$ cat config.mk
export PLATFORM = sky130hd
export DESIGN_NAME = ssriscv_commit_trace
export DESIGN_NICKNAME = d
export VERILOG_FILES = /design/src/rtl/ssriscv_pkg.sv /design/src/rtl/ssriscv_trace_ram.sv /design/src/rtl/ssriscv_commit_trace.sv
export SDC_FILE = /design/constraint.sdc
export NUM_CORES = 1
export LEC_CHECK = 0
export CAP_MARGIN = 20
export CORE_MARGIN = 3
export CORE_UTILIZATION = 57
export CTS_BUF_LIST = sky130_fd_sc_hd__clkbuf_4
export CTS_CLUSTER_DIAMETER = 60
export DETAILED_ROUTE_END_ITERATION = 12
export HOLD_SLACK_MARGIN = 0.15
export PLACE_DENSITY = 0.79
export SLEW_MARGIN = 10
export SYNTH_ARGS = -nofsm -noshare
export SYNTH_HDL_FRONTEND = slang
export SYNTH_SLANG_ARGS = --single-unit
$ cat constraint.sdc
create_clock -name clk -period 6.7 [get_ports clk]
set_input_delay 1.34 -clock clk [delete_from_list [all_inputs] [get_ports clk]]
set_output_delay 1.34 -clock clk [all_outputs]
set_load 0.01 [all_outputs]
$ cat src/rtl/ssriscv_pkg.sv
// Shared definitions for the ssriscv retirement-trace buffer.
// Contents: trace FSM state encoding, stop-cause codes, the `j .` opcode
// used to detect a self-loop, and a saturating 32-bit increment helper.
package ssriscv_pkg;

   typedef enum logic [1:0] {
      ST_CAPTURE = 2'd0,
      ST_DRAIN   = 2'd1,
      ST_DONE    = 2'd2
   } trace_state_e;

   typedef enum logic [1:0] {
      CAUSE_NONE      = 2'b00,
      CAUSE_BUDGET    = 2'b01,
      CAUSE_SELF_LOOP = 2'b10,
      CAUSE_FULL      = 2'b11
   } stop_cause_e;

   // jal x0, 0 : the canonical "spin here forever" end-of-program marker
   localparam logic [31:0] JAL_SELF = 32'h0000_006f;

   // Increment that sticks at all-ones instead of wrapping
   function automatic logic [31:0] sat_inc32(input logic [31:0] v);
      return (v == 32'hffff_ffff) ? v : v + 32'd1;
   endfunction

endpackage

$ cat src/rtl/ssriscv_trace_ram.sv
// Trace record storage: DEPTH x WIDTH, one synchronous write port and one
// asynchronous read port. Contents are not reset; validity is tracked by
// the pointers in the parent.
// Ports:
//   clk      rising-edge clock
//   we_i     write enable
//   waddr_i  write address
//   wdata_i  write data
//   raddr_i  read address
//   rdata_o  read data (combinational from raddr_i)
module ssriscv_trace_ram #(
   parameter int unsigned DEPTH = 16,
   parameter int unsigned WIDTH = 102
) (
   input  logic                     clk,
   input  logic                     we_i,
   input  logic [$clog2(DEPTH)-1:0] waddr_i,
   input  logic [WIDTH-1:0]         wdata_i,
   input  logic [$clog2(DEPTH)-1:0] raddr_i,
   output logic [WIDTH-1:0]         rdata_o
);

   logic [WIDTH-1:0] mem_q [DEPTH];

   // Write port
   always_ff @(posedge clk) begin
      if (we_i) begin
         mem_q[waddr_i] <= wdata_i;
      end
   end

   // Asynchronous read port
   assign rdata_o = mem_q[raddr_i];

endmodule

$ cat src/rtl/ssriscv_commit_trace.sv
// Retirement-trace buffer for ssriscv_cpu_top. Records one entry per
// retired instruction into a circular buffer, stops on a cycle budget, a
// `j .` self-loop or a full buffer, then drains oldest-first over
// valid/ready.
// Ports:
//   clk, rst_n                       clock, synchronous active-low reset
//   commit_valid/pc/instr/rd/we/wdata  retirement record input
//   out_ready                        consumer accepts head record
//   out_valid, out_pc/instr/rd/we/wdata  head record (combinational)
//   level                            occupancy
//   cycle_cnt                        CAPTURE cycle counter (saturating)
//   overflow                         sticky: a record was overwritten
//   stop_cause                       why capture ended
//   done                             DONE state reached
module ssriscv_commit_trace
   import ssriscv_pkg::*;
#(
   parameter int unsigned XLEN       = 32,
   parameter int unsigned DEPTH      = 16,
   parameter int unsigned MAX_CYCLES = 150,
   parameter bit          WRAP_MODE  = 1'b1
) (
   input  logic                     clk,
   input  logic                     rst_n,
   input  logic                     commit_valid,
   input  logic [XLEN-1:0]          commit_pc,
   input  logic [31:0]              commit_instr,
   input  logic [4:0]               commit_rd,
   input  logic                     commit_we,
   input  logic [XLEN-1:0]          commit_wdata,
   input  logic                     out_ready,
   output logic                     out_valid,
   output logic [XLEN-1:0]          out_pc,
   output logic [31:0]              out_instr,
   output logic [4:0]               out_rd,
   output logic                     out_we,
   output logic [XLEN-1:0]          out_wdata,
   output logic [$clog2(DEPTH):0]   level,
   output logic [31:0]              cycle_cnt,
   output logic                     overflow,
   output logic [1:0]               stop_cause,
   output logic                     done
);

   localparam int unsigned PTR_W = $clog2(DEPTH);
   localparam int unsigned LVL_W = PTR_W + 1;
   localparam int unsigned REC_W = XLEN + 32 + 5 + 1 + XLEN;

   // The counter holds at MAX_CYCLES-1; the CAPTURE cycle that finds it
   // there is the last of MAX_CYCLES capture cycles.
   localparam bit          BUDGET_EN   = (MAX_CYCLES != 0);
   localparam logic [31:0] BUDGET_LAST = BUDGET_EN ? 32'(MAX_CYCLES - 1) : 32'hffff_ffff;

   trace_state_e      state_q, state_d;
   stop_cause_e       cause_q, cause_d;
   logic [PTR_W-1:0]  wptr_q, wptr_d;
   logic [PTR_W-1:0]  rptr_q, rptr_d;
   logic [LVL_W-1:0]  level_q, level_d;
   logic [31:0]       cnt_q, cnt_d;
   logic              ovf_q, ovf_d;

   logic              full;
   logic              pop;
   logic              do_push;
   logic              do_adv;
   logic              drop_full;
   logic              budget_hit;
   logic              rec_we;
   logic [REC_W-1:0]  wrec;
   logic [REC_W-1:0]  rrec;

   // x0 is architecturally never written, so record it as no write
   assign rec_we = commit_we && (commit_rd != 5'd0);
   assign wrec   = {commit_pc, commit_instr, commit_rd, rec_we, commit_wdata};

   ssriscv_trace_ram #(
      .DEPTH (DEPTH),
      .WIDTH (REC_W)
   ) u_ram (
      .clk     (clk),
      .we_i    (do_push && rst_n),
      .waddr_i (wptr_q),
      .wdata_i (wrec),
      .raddr_i (rptr_q),
      .rdata_o (rrec)
   );

   // Head record and handshake
   assign full      = (level_q == LVL_W'(DEPTH));
   assign out_valid = (state_q != ST_DONE) && (level_q != '0);
   assign pop       = out_valid && out_ready;
   assign {out_pc, out_instr, out_rd, out_we, out_wdata} = rrec;

   assign level      = level_q;
   assign cycle_cnt  = cnt_q;
   assign overflow   = ovf_q;
   assign stop_cause = cause_q;
   assign done       = (state_q == ST_DONE);

   // Next-state: FSM, pointers, occupancy, counters, stop logic
   always_comb begin
      state_d    = state_q;
      cause_d    = cause_q;
      wptr_d     = wptr_q;
      rptr_d     = rptr_q;
      level_d    = level_q;
      cnt_d      = cnt_q;
      ovf_d      = ovf_q;
      do_push    = 1'b0;
      do_adv     = pop;
      drop_full  = 1'b0;
      budget_hit = 1'b0;

      unique case (state_q)
         ST_CAPTURE: begin
            budget_hit = BUDGET_EN && (cnt_q >= BUDGET_LAST);
            cnt_d      = budget_hit ? cnt_q : sat_inc32(cnt_q);
            // A same-cycle pop frees a slot, so that case is never a drop
            drop_full  = commit_valid && full && !pop && !WRAP_MODE;

            if (commit_valid && !drop_full) begin
               do_push = 1'b1;
               // Overwrite: the oldest entry is discarded by advancing rptr
               if (full && !pop) begin
                  do_adv = 1'b1;
                  ovf_d  = 1'b1;
               end
            end

            if (drop_full) begin
               cause_d = CAUSE_FULL;
               state_d = ST_DRAIN;
            end else if (commit_valid && (commit_instr == JAL_SELF)) begin
               cause_d = CAUSE_SELF_LOOP;
               state_d = ST_DRAIN;
            end else if (budget_hit) begin
               cause_d = CAUSE_BUDGET;
               state_d = ST_DRAIN;
            end
         end

         ST_DRAIN: begin
            // Empty now, or emptied by this cycle's pop
            if (level_q == LVL_W'(pop)) begin
               state_d = ST_DONE;
            end
         end

         ST_DONE: begin
         end

         default: begin
            state_d = ST_CAPTURE;
         end
      endcase

      if (do_push) begin
         wptr_d = wptr_q + PTR_W'(1);
      end
      if (do_adv) begin
         rptr_d = rptr_q + PTR_W'(1);
      end
      if (do_push && !do_adv) begin
         level_d = level_q + LVL_W'(1);
      end else if (!do_push && do_adv) begin
         level_d = level_q - LVL_W'(1);
      end
   end

   // State registers, synchronous active-low reset
   always_ff @(posedge clk) begin
      if (!rst_n) begin
         state_q <= ST_CAPTURE;
         cause_q <= CAUSE_NONE;
         wptr_q  <= '0;
         rptr_q  <= '0;
         level_q <= '0;
         cnt_q   <= '0;
         ovf_q   <= 1'b0;
      end else begin
         state_q <= state_d;
         cause_q <= cause_d;
         wptr_q  <= wptr_d;
         rptr_q  <= rptr_d;
         level_q <= level_d;
         cnt_q   <= cnt_d;
         ovf_q   <= ovf_d;
      end
   end

endmodule

Word level (Yosys, flattened, before mapping)
Memories as Yosys holds them, arrays and structs flattened. A register that Yosys moved wholly into a read port is not among the register bits.
Index checks and enable logic that the tools add are counted.
Cells by class
  add/sub/neg operators: 5
  $mul: 0
  divide/modulo/power cells: 0
  magnitude comparators: 1
  equal/unequal tests: 9
  shift operators: 0
  muxes and demuxes: 16
  bitwise logic cells: 3
  reductions and logical operators: 20
Operators with widths (number)
  adder 32 x 1 -> 32 bit (second input constant): 1
  == test 32 bit (second input constant): 1
  == test 32 x 7 -> 1 bit (second input constant): 1
  >= comparator 32 x 8 -> 1 bit (second input constant): 1
  2-to-1 mux 5 bit: 2
  nonzero test 5 bit: 2
  AND reduction 3 bit: 3
  adder 4 x 1 -> 4 bit (second input constant): 2
  logical AND 1 bit: 8
  2-to-1 mux 2 bit: 4
  2-to-1 mux 4 bit: 2
  2-to-1 mux 1 bit: 7
  case mux 2 bit (3 select lines): 1
  adder 5 x 1 -> 5 bit (second input constant): 1
  == test 5 x 1 -> 1 bit: 1
  == test 5 bit (second input constant): 1
  subtractor 5 x 1 -> 5 bit (second input constant): 1
  != test 2 bit (second input constant): 2
  nonzero test 2 bit: 2
  zero test 1 bit: 3
  != test 3 bit (second input constant): 1
  NOT 1 bit: 3
  == test 2 x 1 -> 1 bit (second input constant): 1
  == test 2 bit (second input constant): 1
  other kinds (2): 2
Word-level totals
  register bits: 50
  bits in latches: 0
  memory bits (writable): 1632
  memory bits (read-only): 0
  output and inout port bits: 144
  memories: 1
Memory list
  u_ram.mem_q: words 16, width 102, read ports 1, clocked after Yosys merged registers in 1, write ports 1, RTL line ssriscv_trace_ram.sv:23  | logic [WIDTH-1:0] mem_q [DEPTH];

Longest topological paths before layout
Gate-level depths: netlist of the first run.
  depth in word-level cells: 11
  depth in mapped cells: 12
  mapped depth without buffers: 12

Hierarchy
Synthesis of the first run repeated with hierarchy kept, for this count alone.
Second synthesis, totals
  cell total of the unflattened synthesis: 2733
  area, all modules: 63081.8 µm²
Modules (own cells, without submodules)
  ssriscv_trace_ram: times used 1, cells each 2508, area each 60919.7 µm²
  ssriscv_commit_trace: times used 1, cells each 225, area each 2162.1 µm²

Least setup slack after synthesis of the first run
No wires, ideal clock.
  path type: input-to-reg
  start point: input rst_n
  end point: memory u_ram.mem_q[7][0] (enable)
  arrival time: 6135 ps
  required time: 6135 ps
  path slack: 0 ps
  stages on the path: 4
  buffers on the path: 1
  path through: clkbuf_1 -> and3_1 -> nand2_1 -> nor2_1
On the way
  longest elaborated chain between the ends: 3
RTL lines
  start: declaration: RTL line ssriscv_commit_trace.sv:24  | input logic rst_n,
  logical AND 1 bit: RTL line ssriscv_commit_trace.sv:81  | .we_i (do_push && rst_n),
  2-to-1 mux 1 bit: RTL line ssriscv_trace_ram.sv:27  | if (we_i) begin
  2-to-1 mux 1 bit (implied by the code): RTL line ssriscv_trace_ram.sv:28  | mem_q[waddr_i] <= wdata_i;
  end: declaration: RTL line ssriscv_trace_ram.sv:23
No other way between the ends.

==> impl_metrics.csv, run 1 <==
group,metric,value,unit
synthesis,synthCells,2520,
timing,rsz0062_at_grt,"no",
synthesis,synth_adder_area_share,0.00268,
timing,finalSetupViolCount,0,
grt,antenna_found_initial,21,
setup_path,path_class,"register to primary output",
floorplanning,fp.dieH,340,um
finish,area_growth,15.2,%
finish,num-fill-cells,6572,
synthesis,ys.flop_type,"edfxtp_1",
place,preCtsSetupSlack,1930,ps
flow_run,maxCapViolCount,0,
routing,ant_nets,0,
grt,grt.overflow.total,0,
routing,drtIter0Drc,3496,
synthesis,synth_xor_area_frac,0.00110,
synthesis,synthSimpleGateAreaFrac,0.0125,
synthesis,ys_seq_area_frac,0.789,
synthesis,synth_common_cells,"1,632 x edfxtp_1, 510 x mux4_2, 69 x clkbuf_1, 54 x dfxtp_1, 45 x and2_1",
synthesis,synth_top_area_frac,0.771,
finish,multi_input_area,0.0128,sq mm
timing,tightestPinTransition,1050,ps
setup_path,r2r-start,"state_q[1]",
setup_path,cp_max_fo,45,
timing,max_freq,0.171,GHz
setup_path,setup.worst_path.end_class,"primary output",
synthesis,ys_types,48,
grt,track_usage,0.247,
setup_path,crit_family,"buffers and inverters",
clock_tree,cts_tree,"built",
clock_tree,hold_buffers,0,
finish,layout-drive-gt1-share,0.350,
finish,fin_nets,3244,
clock_tree,clkTransAtPathRegs,70,ps
clock_tree,ctsResizeCount,0,
power,ir_drop,0.000218,V
place,routabilityCongestion,0.776,
synthesis,synth.top_cells.by_area,"edfxtp_1 77%, mux4_2 18%, dfxtp_1 1.7%",
synthesis,synth.most_common_cell,"edfxtp_1",
finish,seqCellArea,0.0501,sq mm
setup_path,crit_arrival,4520,ps
setup_path,startpoint_type,"register",
clock_tree,insertion_delay,1220,ps
worst_hold_path,holdCritPathClass,"register to register",
setup_path,cp_data_required_time,5360,ps
floorplanning,die_area,0.115,sq mm
setup_path,cp.depth,5,
clock_tree,cts_buffer_depth,4,
finish,finalNonFillerCells,4900,
timing,fin_crit_sh,0.874,
clock_tree,post_cts_buffers,0,
setup_path,path_cells,"buf_4 > buf_4 > mux4_2 > mux4_2 > clkdlybuf4s50_1",
routing,drt-wirelength-per-cell,28.4,um
synthesis,synth_compound_area_frac,0.00303,
synthesis,avgSynthCellArea,25.2,sq um
synthesis,synth-edff-count,1632,
power,leakage,22.7,nW
synthesis,synth_top_family_by_area,"multiplexers",
routing,drt-total-wl,139000,um
power,pwr_density_cell,331,mW/mm^2
setup_path,crit_path_max_incr_delay,1020,ps
floorplanning,dieWidth,340,um
place,dp_cells,4185,
grt,grt_pass1_wl,208000,um
routing,via_per_inst,6.17,
worst_hold_path,min_path_cells,2,
synthesis,synth_area_leader_cell,"edfxtp_1",
setup_path,critPathSlowestCell,"dfxtp_4",
setup_path,worst-path-buf-inv,3,
timing,fin_setup_tns,0,ps
place,port-buffer-count,249,
status,status,"complete, no violations",
floorplanning,core_area,0.110,sq mm
floorplanning,rows,121,
floorplanning,initial_core_util,0.579,
clock_tree,cts_buffers,413,
synthesis,ys_warn_count,0,
routing,drc_errors,0,
grt,grt_pass1_vias,32400,
clock_tree,h-tree-depth,5,
timing,slew_headroom,0.298,
timing,hold_viol,0,
synthesis,postSynth.asyncResetShare,0,
clock_tree,cts_root_buffer,"clkbuf_4",
synthesis,synthMuxAreaShare,0.182,
timing,fin_crit,5860,ps
timing,drv_slew,0,
grt,grt_max_degree,85,
routing,vias,30200,
worst_hold_path,hold_start,"rptr_q[3]",
clock_tree,clock_sinks,1686,
finish,utilization,0.667,
timing,fin_ws,845,ps
setup_path,worst-r2r-cell-count,6,
floorplanning,io_pins,250,
synthesis,synth_nets,2639,
place,post-dp-hpwl,72200,um
synthesis,synth_area,0.0635,sq mm
routing,drt-pass1-iter-count,5,
synthesis,ys_ff_latch,1686,
timing,finalClockSkew,59.8,ps
## stage by stage
| step | cell area [sq um] | hold slack [ps] | total power [mW] |
|---|---|---|---|
| 3_5_place_dp | 68200 | 473 | 16.5 |
| 6_report | 73200 | 481 | 24.2 |
| 4_1_cts | 73100 | 483 | 24.5 |
| 3_3_place_gp | 68200 | 446 | 16.4 |
| 5_1_grt | 73200 | 509 | 25.3 |
| 2_1_floorplan | 63500 | 449 | 15.0 |
## state kept, by name (all words and copies together) (netlist names), named ones only
signal / count
stop_cause: 2
level: 5
state_q: 2
rptr_q: 4
u_ram.mem_q: 1632
cycle_cnt: 32
wptr_q: 4
overflow: 1
## cells by family after synthesis
kind of cell,after synthesis
buf+inv,133
mux,517
simple gates,135
fa+ha+maj,13
xor+xnor,8
flops,1686
compound gates,28
## report_power, final
| group | switching [mW] | internal, mW |
|---|---|---|
| clock | 3.86 | 4.10 |
| combinational | 1.90 | 2.51 |
| sequential | 0.171 | 11.7 |
## worst paths after layout
kind | end | slack (ps)
worst max-delay path | out_wdata[18] | 840
worst min register to register | register | 480
worst max register to register | u_ram.mem_q[8][8] | 3110
worst min-delay path | register | 480
## routing by layer
layer / share of wire / track usage / vias to the layer above
met4: 0.019 / 0.0777 / 18
met1: 0.38 / 0.336 / 15900
li1: - / - / 12400
met3: 0.10 / 0.0737 / 218
met2: 0.50 / 0.392 / 1657
met5: 0.00092 / 0 / -
## area by class of cell
type                            instances  area share
Sequential cell                      1686       0.685
Multi-Input combinational cell        701       0.175
Clock buffer                          568      0.0583
Timing Repair Buffer                  314      0.0461
Tap cell                             1476      0.0252
Clock inverter                        133     0.00940
Inverter                                9    0.000462
Antenna cell                           13    0.000445
## placed cells by master (no fill, tap or decap), types with 3 or more instances in the layout
cell and count:
edfxtp_1 1632, and2_4 11, buf_12 30, buf_4 32
a21boi_1 3, a21oi_1 4, mux2i_1 7, clkinv_4 5
dfxtp_1 50, mux4_2 510, clkbuf_4 568, and3_1 3
bufinv_16 5, diode_2 13, or4_1 3, and3_4 4
or3_1 3, nand2_1 21, nor3_1 3, and2_1 34
clkinv_2 11, nand4_1 9, nor2b_1 4, clkinvlp_4 5
dfxtp_4 4, nor2_1 6, xnor2_1 6, nand3_1 4
inv_1 9, nand2b_1 7, nor4_1 13, clkdlybuf4s50_1 249
ha_1 12, clkinv_1 105, o21ai_0 5
## worst min-delay path, stage by stage (launching register included)
cell,delay [ps]
dfxtp_1,310
nand2_1,50
mux2i_1,70
Power figures use the tool's default switching activity.
==> run 2: changes to the inputs <==
- PLACE_DENSITY: 0.79 -> default
- PLACE_DENSITY_LB_ADDON: default -> 0.1
==> run 2 against run 1 <==
Cell area hardly changed; die area is the same; worst setup slack better by 200 ps; clock power hardly changed; combinational power about the same; critical endpoint is now out_instr[10]; clock skew rose by 39 ps; register-to-register slack got worse by 60 ps; largest cell class unchanged; core utilization hardly changed; critical path type unchanged.
==> impl_metrics.csv, run 2 (same netlist as run 1, synthesis figures left out) <==
group,metric,value,unit
setup_path,cp_data_required_time,5360,ps
finish,utilization,0.666,
routing,drt-pass1-iter-count,5,
finish,num-fill-cells,7066,
clock_tree,h-tree-depth,5,
grt,antenna_found_initial,13,
clock_tree,hold_buffers,0,
clock_tree,cts_buffer_depth,4,
clock_tree,cts_tree,"built",
timing,finalSetupViolCount,0,
finish,layout-drive-gt1-share,0.362,
clock_tree,clock_sinks,1686,
grt,grt.overflow.total,0,
clock_tree,cts_buffers,427,
clock_tree,ctsResizeCount,0,
finish,layout_common_cells,"1,632 x edfxtp_1, 603 x clkbuf_4, 510 x mux4_2, 248 x clkdlybuf4s50_1, 50 x dfxtp_1",
routing,drc_errors,0,
setup_path,path_class,"register to primary output",
place,preCtsSetupSlack,2010,ps
finish,fin_nets,3254,
timing,slew_headroom,0.217,
place,routabilityCongestion,0.740,
status,status,"complete, no violations",
clock_tree,cts_root_buffer,"clkbuf_4",
timing,fin_setup_tns,0,ps
timing,fin_ws,1050,ps
setup_path,setup.worst_path.end_class,"primary output",
grt,track_usage,0.246,
setup_path,worst-r2r-cell-count,6,
floorplanning,fp.dieH,340,um
power,pwr_density_cell,331,mW/mm^2
routing,drt-wirelength-per-cell,28.6,um
setup_path,crit_arrival,4310,ps
finish,largest_reg_flops,1632,
timing,fin_crit,5650,ps
timing,tightestPinTransition,1160,ps
timing,hold_viol,0,
clock_tree,post_cts_buffers,0,
power,leakage,22.7,nW
finish,area_growth,15.1,%
setup_path,startpoint_type,"register",
timing,max_freq,0.177,GHz
floorplanning,die_area,0.115,sq mm
timing,drv_slew,0,
grt,grt_pass1_wl,207000,um
floorplanning,rows,121,
timing,fin_crit_sh,0.844,
timing,finalClockSkew,98.9,ps
floorplanning,initial_core_util,0.579,
worst_hold_path,holdCritPathClass,"register to register",
setup_path,cp_max_fo,89,
flow_run,maxCapViolCount,0,
place,post-dp-hpwl,71700,um
grt,grt_max_degree,90,
clock_tree,insertion_delay,1230,ps
clock_tree,clkTransAtPathRegs,60,ps
timing,rsz0062_at_grt,"no",
finish,final_common_cell,"edfxtp_1",
routing,vias,29800,
floorplanning,io_pins,250,
finish,largest_register,"u_ram.mem_q",
setup_path,r2r_slack,3050,ps
routing,via_per_inst,6.13,
routing,ant_nets,0,
routing,drt-total-wl,139000,um
power,ir_drop,0.000187,V
worst_hold_path,min_path_cells,2,
routing,drtIter0Drc,2655,
floorplanning,core_area,0.110,sq mm
place,port-buffer-count,249,
floorplanning,dieWidth,340,um
grt,grt_pass1_vias,32200,
==> run 2: routing by layer <==
metal  global-route usage  routed length, um
met5                    0                 79
met4               0.0804               2810
met3               0.0637              10700
met2                0.387              68900
met1                0.345              56500
==> run 2: cell type report <==
class	instances	area, sq um	area share
sequential	1686	50100	0.685
multi-input combinational	701	12900	0.176
clock buffer	603	4530	0.0619
timing repair buffer	310	3360	0.0459
tap	1476	1850	0.0252
clock inverter	62	383	0.00523
antenna	17	42.5	0.000582
inverter	9	33.8	0.000462
==> run 2: path summary, 6_finish.rpt <==
path | from | to
hold reg to reg | rptr_q[3] | register
setup / recovery | register | out_instr[10]
setup reg to reg | state_q[1] | u_ram.mem_q[10][33]
hold / removal | rptr_q[3] | register
==> run 2: through the flow <==
step	power [mW]	hold WS (ps)	std cells	cell area [sq um]
global placement	16.5	456	4180	68200
floorplan	15.0	449	2520	63500
detailed placement	16.5	465	4181	68200
finish	24.2	474	4864	73100
CTS	24.5	475	4846	73100
global route	25.3	511	4856	73100
==> run 2: power breakdown <==
group          total (mW)  switching (mW)  internal, mW  leakage (nW)
combinational        4.41            1.90          2.51          4.66
sequential           11.8           0.165          11.7          15.1
clock                7.98            3.76          4.22          2.93
==> run 2: critical path, stage by stage, from the launching register on <==
cell and delay, ps:
dfxtp_4 990, buf_12 540, mux4_2 400, mux4_2 540, clkdlybuf4s50_1 510
